**config.mk**
```make
export PLATFORM = sky130hd
export DESIGN_NAME = seq_divider
export DESIGN_NICKNAME = d
export VERILOG_FILES = /design/src/rtl/seq_divider_pkg.sv /design/src/rtl/nbit_adder.sv /design/src/rtl/seq_divider.sv
export SDC_FILE = /design/constraint.sdc
export NUM_CORES = 1
export LEC_CHECK = 0
export ABC_AREA = 1
export CAP_MARGIN = 0
export CORE_ASPECT_RATIO = 0.75
export CORE_MARGIN = 2
export CORE_UTILIZATION = 48
export CTS_CLUSTER_SIZE = 24
export DETAILED_ROUTE_END_ITERATION = 7
export GPL_ROUTABILITY_DRIVEN = 1
export PLACE_DENSITY = 0.87
export RECOVER_POWER = 50
export SYNTH_ARGS = -nofsm -noshare
export SYNTH_HDL_FRONTEND = slang
export SYNTH_HIERARCHICAL = 1
export SYNTH_SLANG_ARGS = --single-unit
```
**constraint.sdc**
```tcl
create_clock -name Clk -period 12.6 [get_ports Clk]
set_input_delay 2.52 -clock Clk [delete_from_list [all_inputs] [get_ports Clk]]
set_output_delay 2.52 -clock Clk [all_outputs]
set_load 0.02 [all_outputs]
```
**src/rtl/seq_divider_pkg.sv**
```systemverilog
// Shared ALU definitions: divider state encoding and divide-by-zero result fill.
package seq_divider_pkg;

  localparam logic [1:0] ST_IDLE = 2'd0;
  localparam logic [1:0] ST_RUN  = 2'd1;
  localparam logic [1:0] ST_DONE = 2'd2;

  // Every quotient bit is set on divide-by-zero (all-ones quotient).
  localparam logic DBZ_QUOTIENT_BIT = 1'b1;

endpackage

```
**src/rtl/nbit_adder.sv**
```systemverilog
// Ripple-carry adder built from a chain of full-adder bit cells.
module nbit_adder #(
  parameter int unsigned N = 8
) (
  input  logic [N-1:0] a,
  input  logic [N-1:0] b,
  input  logic         cin,
  output logic [N-1:0] sum,
  output logic         cout
);

  logic [N:0] carry;

  always_comb begin
    carry    = '0;
    sum      = '0;
    carry[0] = cin;
    for (int i = 0; i < N; i++) begin
      sum[i]       = a[i] ^ b[i] ^ carry[i];
      carry[i + 1] = (a[i] & b[i]) | (carry[i] & (a[i] ^ b[i]));
    end
  end

  assign cout = carry[N];

endmodule

```
**src/rtl/seq_divider.sv**
```systemverilog
// Iterative unsigned restoring divider: one trial subtraction per clock, WIDTH iterations.
module seq_divider
  import seq_divider_pkg::*;
#(
  parameter int unsigned WIDTH = 32
) (
  input  logic             Clk,
  input  logic             Rst,
  input  logic             Start,
  input  logic [WIDTH-1:0] Dividend,
  input  logic [WIDTH-1:0] Divisor,
  output logic [WIDTH-1:0] Quotient,
  output logic [WIDTH-1:0] Remainder,
  output logic             Busy,
  output logic             Done,
  output logic             DivByZero
);

  localparam int unsigned CW = $clog2(WIDTH);
  localparam logic [CW-1:0] CNT_LAST = CW'(WIDTH - 1);

  logic [1:0]       state_q;
  logic [CW-1:0]    cnt_q;
  logic [WIDTH-1:0] dq_q;
  logic [WIDTH-1:0] div_q;
  // Partial remainder stays below the divisor, so its top (WIDTH+1) bit is always zero.
  logic [WIDTH-1:0] part_q;
  logic [WIDTH-1:0] quo_q;
  logic [WIDTH-1:0] rem_q;
  logic             dbz_q;

  logic [WIDTH:0]   p_shift;
  logic [WIDTH:0]   trial;
  logic             q_bit;
  logic [WIDTH-1:0] part_next;
  logic [WIDTH-1:0] dq_next;
  logic             adder_cout_unused;

  assign p_shift = {part_q, dq_q[WIDTH-1]};

  // Subtraction as A + ~B + 1 on the shared adder chain.
  nbit_adder #(
    .N(WIDTH + 1)
  ) u_trial_sub (
    .a   (p_shift),
    .b   (~{1'b0, div_q}),
    .cin (1'b1),
    .sum (trial),
    .cout(adder_cout_unused)
  );

  always_comb begin
    q_bit     = ~trial[WIDTH];
    part_next = q_bit ? trial[WIDTH-1:0] : p_shift[WIDTH-1:0];
    dq_next   = {dq_q[WIDTH-2:0], q_bit};
  end

  always_ff @(posedge Clk) begin
    if (Rst) begin
      state_q <= ST_IDLE;
      cnt_q   <= '0;
      dq_q    <= '0;
      div_q   <= '0;
      part_q  <= '0;
      quo_q   <= '0;
      rem_q   <= '0;
      dbz_q   <= 1'b0;
    end else begin
      case (state_q)
        ST_IDLE: begin
          if (Start) begin
            if (Divisor == '0) begin
              state_q <= ST_DONE;
              quo_q   <= {WIDTH{DBZ_QUOTIENT_BIT}};
              rem_q   <= Dividend;
              dbz_q   <= 1'b1;
            end else begin
              state_q <= ST_RUN;
              dq_q    <= Dividend;
              div_q   <= Divisor;
              part_q  <= '0;
              cnt_q   <= CNT_LAST;
            end
          end
        end
        ST_RUN: begin
          part_q <= part_next;
          dq_q   <= dq_next;
          if (cnt_q == '0) begin
            state_q <= ST_DONE;
            quo_q   <= dq_next;
            rem_q   <= part_next;
            dbz_q   <= 1'b0;
          end else begin
            cnt_q <= cnt_q - CW'(1);
          end
        end
        ST_DONE: state_q <= ST_IDLE;
        default: state_q <= ST_IDLE;
      endcase
    end
  end

  assign Quotient  = quo_q;
  assign Remainder = rem_q;
  assign DivByZero = dbz_q;
  assign Busy      = (state_q == ST_RUN);
  assign Done      = (state_q == ST_DONE);

endmodule
```
==> results of run 1 <==
## power breakdown
| group | internal, W | switching (W) | leakage (nW) |
|---|---|---|---|
| Clock | 0.000294 | 0.000221 | 0.276 |
| Combinational | 0.000343 | 0.000445 | 3.06 |
| Sequential | 0.000605 | 0.0000677 | 1.38 |
| Total | 0.00124 | 0.000735 | 4.72 |
## area by class of cell
cell class / count / area, um^2 / area share, %
sequential: 168 / 3370 / 30.9
multi-input combinational: 751 / 4430 / 40.7
inverter: 89 / 349 / 3.21
clock buffer: 23 / 488 / 4.48
tap: 215 / 269 / 2.47
timing repair buffer: 188 / 1890 / 17.4
clock inverter: 9 / 92.6 / 0.850
## flip-flops by register name (all words and copies together), names as in the netlist
| register | flops |
|---|---|
| Remainder | 32 |
| Quotient | 32 |
| dq_q | 32 |
| part_q | 32 |
| DivByZero | 1 |
| cnt_q | 5 |
| div_q | 32 |
| state_q | 2 |
## cells in the final DEF, fill, tap and decap left out, types with 40 or more instances in the layout
master,n
nand2_1,174
dfxtp_1,166
nor2_1,127
a21oi_1,118
o21ai_0,79
inv_1,76
clkdlybuf4s50_1,67
dlygate4sd3_1,66
nand2_2,49
a21oi_2,47
nand3_1,40
## metal layers
layer	track usage, %	vias to the layer above
met4	7.29	0
met5	0	-
met3	5.49	96
met2	37.6	453
li1	-	3703
met1	35.0	3611
## critical path: cells and delay by family, from the launching register on
family                     cells  cell delay (ps)
and+or+nand+nor                6              650
DFF                            1              320
AOI/OAI and AO/OA              1               60
buffers and inverters          7              630
adders and majority gates     33            11640
## how the worst min path moves through the flow
stage	start	end	cells past startpoint
6_report	Quotient[0]	Quotient[0]	2
5_1_grt	Quotient[22]	Quotient[22]	2
4_1_cts	Quotient[0]	Quotient[0]	2
3_5_place_dp	Quotient[0]	Quotient[0]	2
3_3_place_gp	Quotient[0]	Quotient[0]	2
2_1_floorplan	div_q[16]	div_q[16]	2
## metrics by stage
step	utilization, %	instances
finish	65.3	1443
global placement	57.5	1394
floorplan	-	1080
CTS	62.6	1433
detailed placement	57.5	1394
global route	65.3	1443
## what timing repair did
| action | 4_1_cts | 5_1_grt |
|---|---|---|
| gates cloned | 1 | 5 |
| setup buffers | 6 | 6 |
| resized for setup | 77 | 96 |
| endpoints found under the setup margin | 66 | 66 |
| pin swaps | 10 | 20 |
==> run_results.csv, run 1 <==
group,metric,value,unit
drt,vias_per_cell,5.45,
drt,first_iter_violations,829,
place,numPortBuffers,133,
timing,final_min_period_over_clock_period,107,%
grt,grt.overflow.total,0,
worst_hold_path,hold_class,"reg -> reg",
setup_path,startpoint,"div_q[0]",
grt,grt_pass1_vias,6751,
drt,ant_nets,0,
timing,period_needed,13430,ps
timing,tns,-42000,ps
timing,final.setup_skew,11.0,ps
die,die_w,154,um
timing,rsz0062_at_grt,"true",
die,boundaryPins,134,
drt,route.met2.wl,11000,um
status,violations,"setup timing",
layout,fin_nets,1316,
grt,grt_pass1_wl,34800,um
synth,synth.avg_cell_area,7.49,um^2
place,placed_area,9590,um^2
place,hpwl,14600,um
drt,met1Wirelength,10600,um
clock_network,clk_pin_slew,70,ps
synth,netlist_area,8080,um^2
power,total_power,0.00198,W
layout,syn_to_final_growth,34.7,%
clock_network,clk_path_buf_depth,2,
die,start_util,48.5,%
timing,setup_slack,-833,ps
power,cellPowerDensity,182,nW/um^2
setup_path,endpoint,"Remainder[26]",
drt,drcViolationCount,0,
setup_path,endpoint_kind,"flip-flop",
drt,wl_met3,2360,um
synth,ys_warn_count,6,
drt,wirelength,25000,um
setup_path,rrSetupSlack,-830,ps
timing,worst_pin_slew,1140,ps
setup_path,worstReg2RegEnd,"Remainder[26]",
setup_path,crit_required,12950,ps
die,die_h,116,um
clock_network,cts.htree.levels,4,
grt,antenna_found_initial,0,
clock_network,cts_buffers,17,
die,row_count,41,
status,outcome,"complete, but fails checks",
layout,diodes,0,
drt,vias,7863,
setup_path,reg2reg_from,"div_q[0]",
power,p_leak,4.72,nW
setup_path,crit_path_start_kind,"flip-flop",
grt,grt_use_total,24.5,%
setup_path,crit_path_max_incr_delay,410,ps
die,core_area,16700,um^2
setup_path,worstPathMaxFanout,8,
timing,fmax,74.4,MHz
layout,drive_gt1_share,23.3,%
drt,drt_pass1_iterations,6,
timing,hold_violations,0,
grt,grt_max_degree,101,
synth,syn_inst,1079,
setup_path,arrival,13780,ps
timing,holdWs,444,ps
die,dieArea,17900,um^2
place,place_ws,-503,ps
layout,final.fill_count,1278,
timing,setup_viol,66,
clock_network,cts_tree,"done",
setup_path,path_class,"reg -> reg",
timing,slew_headroom,24.0,%
setup_path,slowest_stage,"fa_1",
job,maxCapViolCount,0,
drt,avgRoutedWirePerCell,17.3,um
layout,postLayoutCellArea,10900,um^2
clock_network,cts-root-buf,"clkbuf_16",
clock_network,hold_buffers,0,
setup_path,cpMostUsedCell,"fa_2",
drt,highest_layer,"met4",
place,place.gp.congestion,0.884,
clock_network,worstSkewPairLatency,440,ps
clock_network,clock_sinks,168,
power,ir_worst_vdd,91.1,uV
timing,drv_slew,0,
setup_path,r2r_cells,47,
Power figures use the tool's default switching activity.
==> inputs of run 2 (changes only) <==
CORE_UTILIZATION = 35   (was 48)
PLACE_DENSITY = 0.69   (was 0.87)
==> run_results.csv, run 2 (synthesized netlist as in run 1, its figures left out) <==
group,metric,value,unit
grt,grt_max_degree,101,
clock_network,clk_path_buf_depth,2,
timing,drv_slew,61,
layout,fin_cells,1521,
timing,final.setup_skew,12.6,ps
setup_path,cpMostUsedCell,"fa_2",
setup_path,path_class,"reg -> reg",
timing,final_min_period_over_clock_period,103,%
die,core_area,22800,um^2
clock_network,clk_pin_slew,70,ps
clock_network,cts.htree.levels,4,
drt,vias_per_cell,4.92,
worst_hold_path,hp-start,"DivByZero",
status,violations,"capacitance limit, slew limit, setup timing",
place,placed_area,9670,um^2
die,die_h,136,um
place,hpwl,15400,um
setup_path,crit_required,12970,ps
setup_path,crit_path_start_kind,"flip-flop",
worst_hold_path,hold_end,"DivByZero",
place,dp.cells,1476,
grt,grt_pass1_vias,6631,
setup_path,endpoint_kind,"flip-flop",
timing,setup_slack,-421,ps
setup_path,crit_path_max_incr_delay,410,ps
clock_network,cts-root-buf,"clkbuf_16",
setup_path,worstPathMaxFanout,6,
grt,antenna_found_initial,0,
timing,holdWs,447,ps
setup_path,rrSetupSlack,-420,ps
die,dieArea,24300,um^2
power,ir_worst_vdd,109,uV
layout,postLayoutCellArea,11200,um^2
timing,rsz0062_at_grt,"true",
layout,final_common_cell,"dfxtp_1",
layout,postLayoutCoreUtil,49.0,%
job,maxCapViolCount,1,
clock_network,hold_buffers,0,
timing,setup_viol,66,
die,row_count,48,
layout,syn_to_final_growth,38.2,%
die,boundaryPins,134,
clock_network,clock_sinks,168,
layout,layout_common_cells,"166 x dfxtp_1, 158 x nand2_1, 126 x nor2_1",
power,p_leak,4.82,nW
grt,grt.overflow.total,0,
drt,wirelength,24100,um
setup_path,worstReg2RegEnd,"Remainder[10]",
worst_hold_path,hold_class,"reg -> reg",
drt,vias,7477,
timing,hold_violations,0,
place,place.gp.congestion,0.838,
setup_path,reg2reg_from,"dq_q[31]",
layout,drive_gt1_share,23.8,%
layout,final.fill_count,2187,
setup_path,arrival,13390,ps
status,outcome,"complete, but fails checks",
timing,worst_pin_slew,2140,ps
timing,period_needed,13020,ps
grt,grt_pass1_wl,36500,um
die,die_w,179,um
layout,diodes,0,
drt,ant_nets,0,
clock_network,worstSkewPairLatency,440,ps
setup_path,slowest_stage,"fa_1",
layout,fin_nets,1309,
power,cellPowerDensity,178,nW/um^2
worst_hold_path,min_path_cells,2,
drt,first_iter_violations,767,
drt,avgRoutedWirePerCell,15.9,um
place,numPortBuffers,133,
drt,drt_pass1_iterations,5,
grt,grt_use_total,18.9,%
drt,drcViolationCount,0,
die,start_util,35.4,%
clock_network,cts_buffers,17,
timing,slew_headroom,-42.9,%
setup_path,r2r_cells,47,
timing,fmax,76.8,MHz
clock_network,cts_tree,"done",
==> run 2: cell types whose count changed in the layout (fill, tap and decap cells not counted), moves of 3 or more <==
| cell | previous run | this run |
|---|---|---|
| a21oi_2 | 47 | 40 |
| nand2_4 | 27 | 46 |
| clkbuf_8 | 4 | 0 |
| nand2_2 | 49 | 46 |
| a21oi_1 | 118 | 123 |
| o21ai_1 | 19 | 14 |
| o21ai_0 | 79 | 84 |
| buf_6 | 12 | 24 |
| buf_4 | 35 | 13 |
| inv_6 | 0 | 3 |
| buf_12 | 2 | 5 |
| nand2_1 | 174 | 158 |
==> run 2: worst max path at each step <==
stage          slack, ps  startpoint  cells past startpoint            end
6_report            -420    dq_q[31]                     47  Remainder[10]
2_1_floorplan          5    dq_q[31]                     47  Remainder[11]
4_1_cts             -360    dq_q[31]                     48  Remainder[18]
3_3_place_gp        -380    dq_q[31]                     47  Remainder[16]
5_1_grt             -710    div_q[0]                     48  Remainder[18]
3_5_place_dp        -490    dq_q[31]                     47  Remainder[16]
==> run 2: repair_timing <==
item / CTS / global route
buffers inserted: 11 / 6
endpoints found under the setup margin: 66 / 66
pin swaps: 15 / 57
cloned: 4 / 2
gates resized for setup: 72 / 148
==> run 2: where the power goes <==
group          internal (W)  switching, W
logic              0.000349      0.000431
registers          0.000605     0.0000667
clock network      0.000297      0.000238
==> run 2: stage by stage <==
stage / total power [W] / TNS, ps / worst slack [ps]
6_report: 0.00199 / -19900 / -421
5_1_grt: 0.00209 / -38050 / -706
4_1_cts: 0.00187 / -17390 / -362
3_5_place_dp: 0.00125 / -26330 / -491
3_3_place_gp: 0.00124 / -18390 / -379
2_1_floorplan: 0.00106 / 0 / 5.34
==> run 2: area by class of cell <==
class                   instances  area, um^2  share of cell area, %
clock buffers                  18         429                   3.84
clock inverters                14         164                   1.47
inverters                      89         349                   3.12
multi-input cells             751        4570                   40.9
flip-flops and latches        168        3370                   30.1
well taps                     300         375                   3.36
repair buffers                181        1920                   17.2
==> run 2: worst max-delay path: cells and delay by family (launching register included) <==
kind | cells | cell delay [ps]
buffers and inverters | 7 | 670
and+or+nand+nor | 6 | 510
DFF | 1 | 330
AOI/OAI and AO/OA | 1 | 40
adders and majority gates | 33 | 11400
==> run 2: layer usage <==
metal	part of all wire, %	vias to the layer above	GRT usage (%)
met2	43	295	26.8
met5	0	-	0
met3	7.7	24	3.76
li1	-	3691	-
met1	49	3467	28.8
met4	1.0	0	4.92
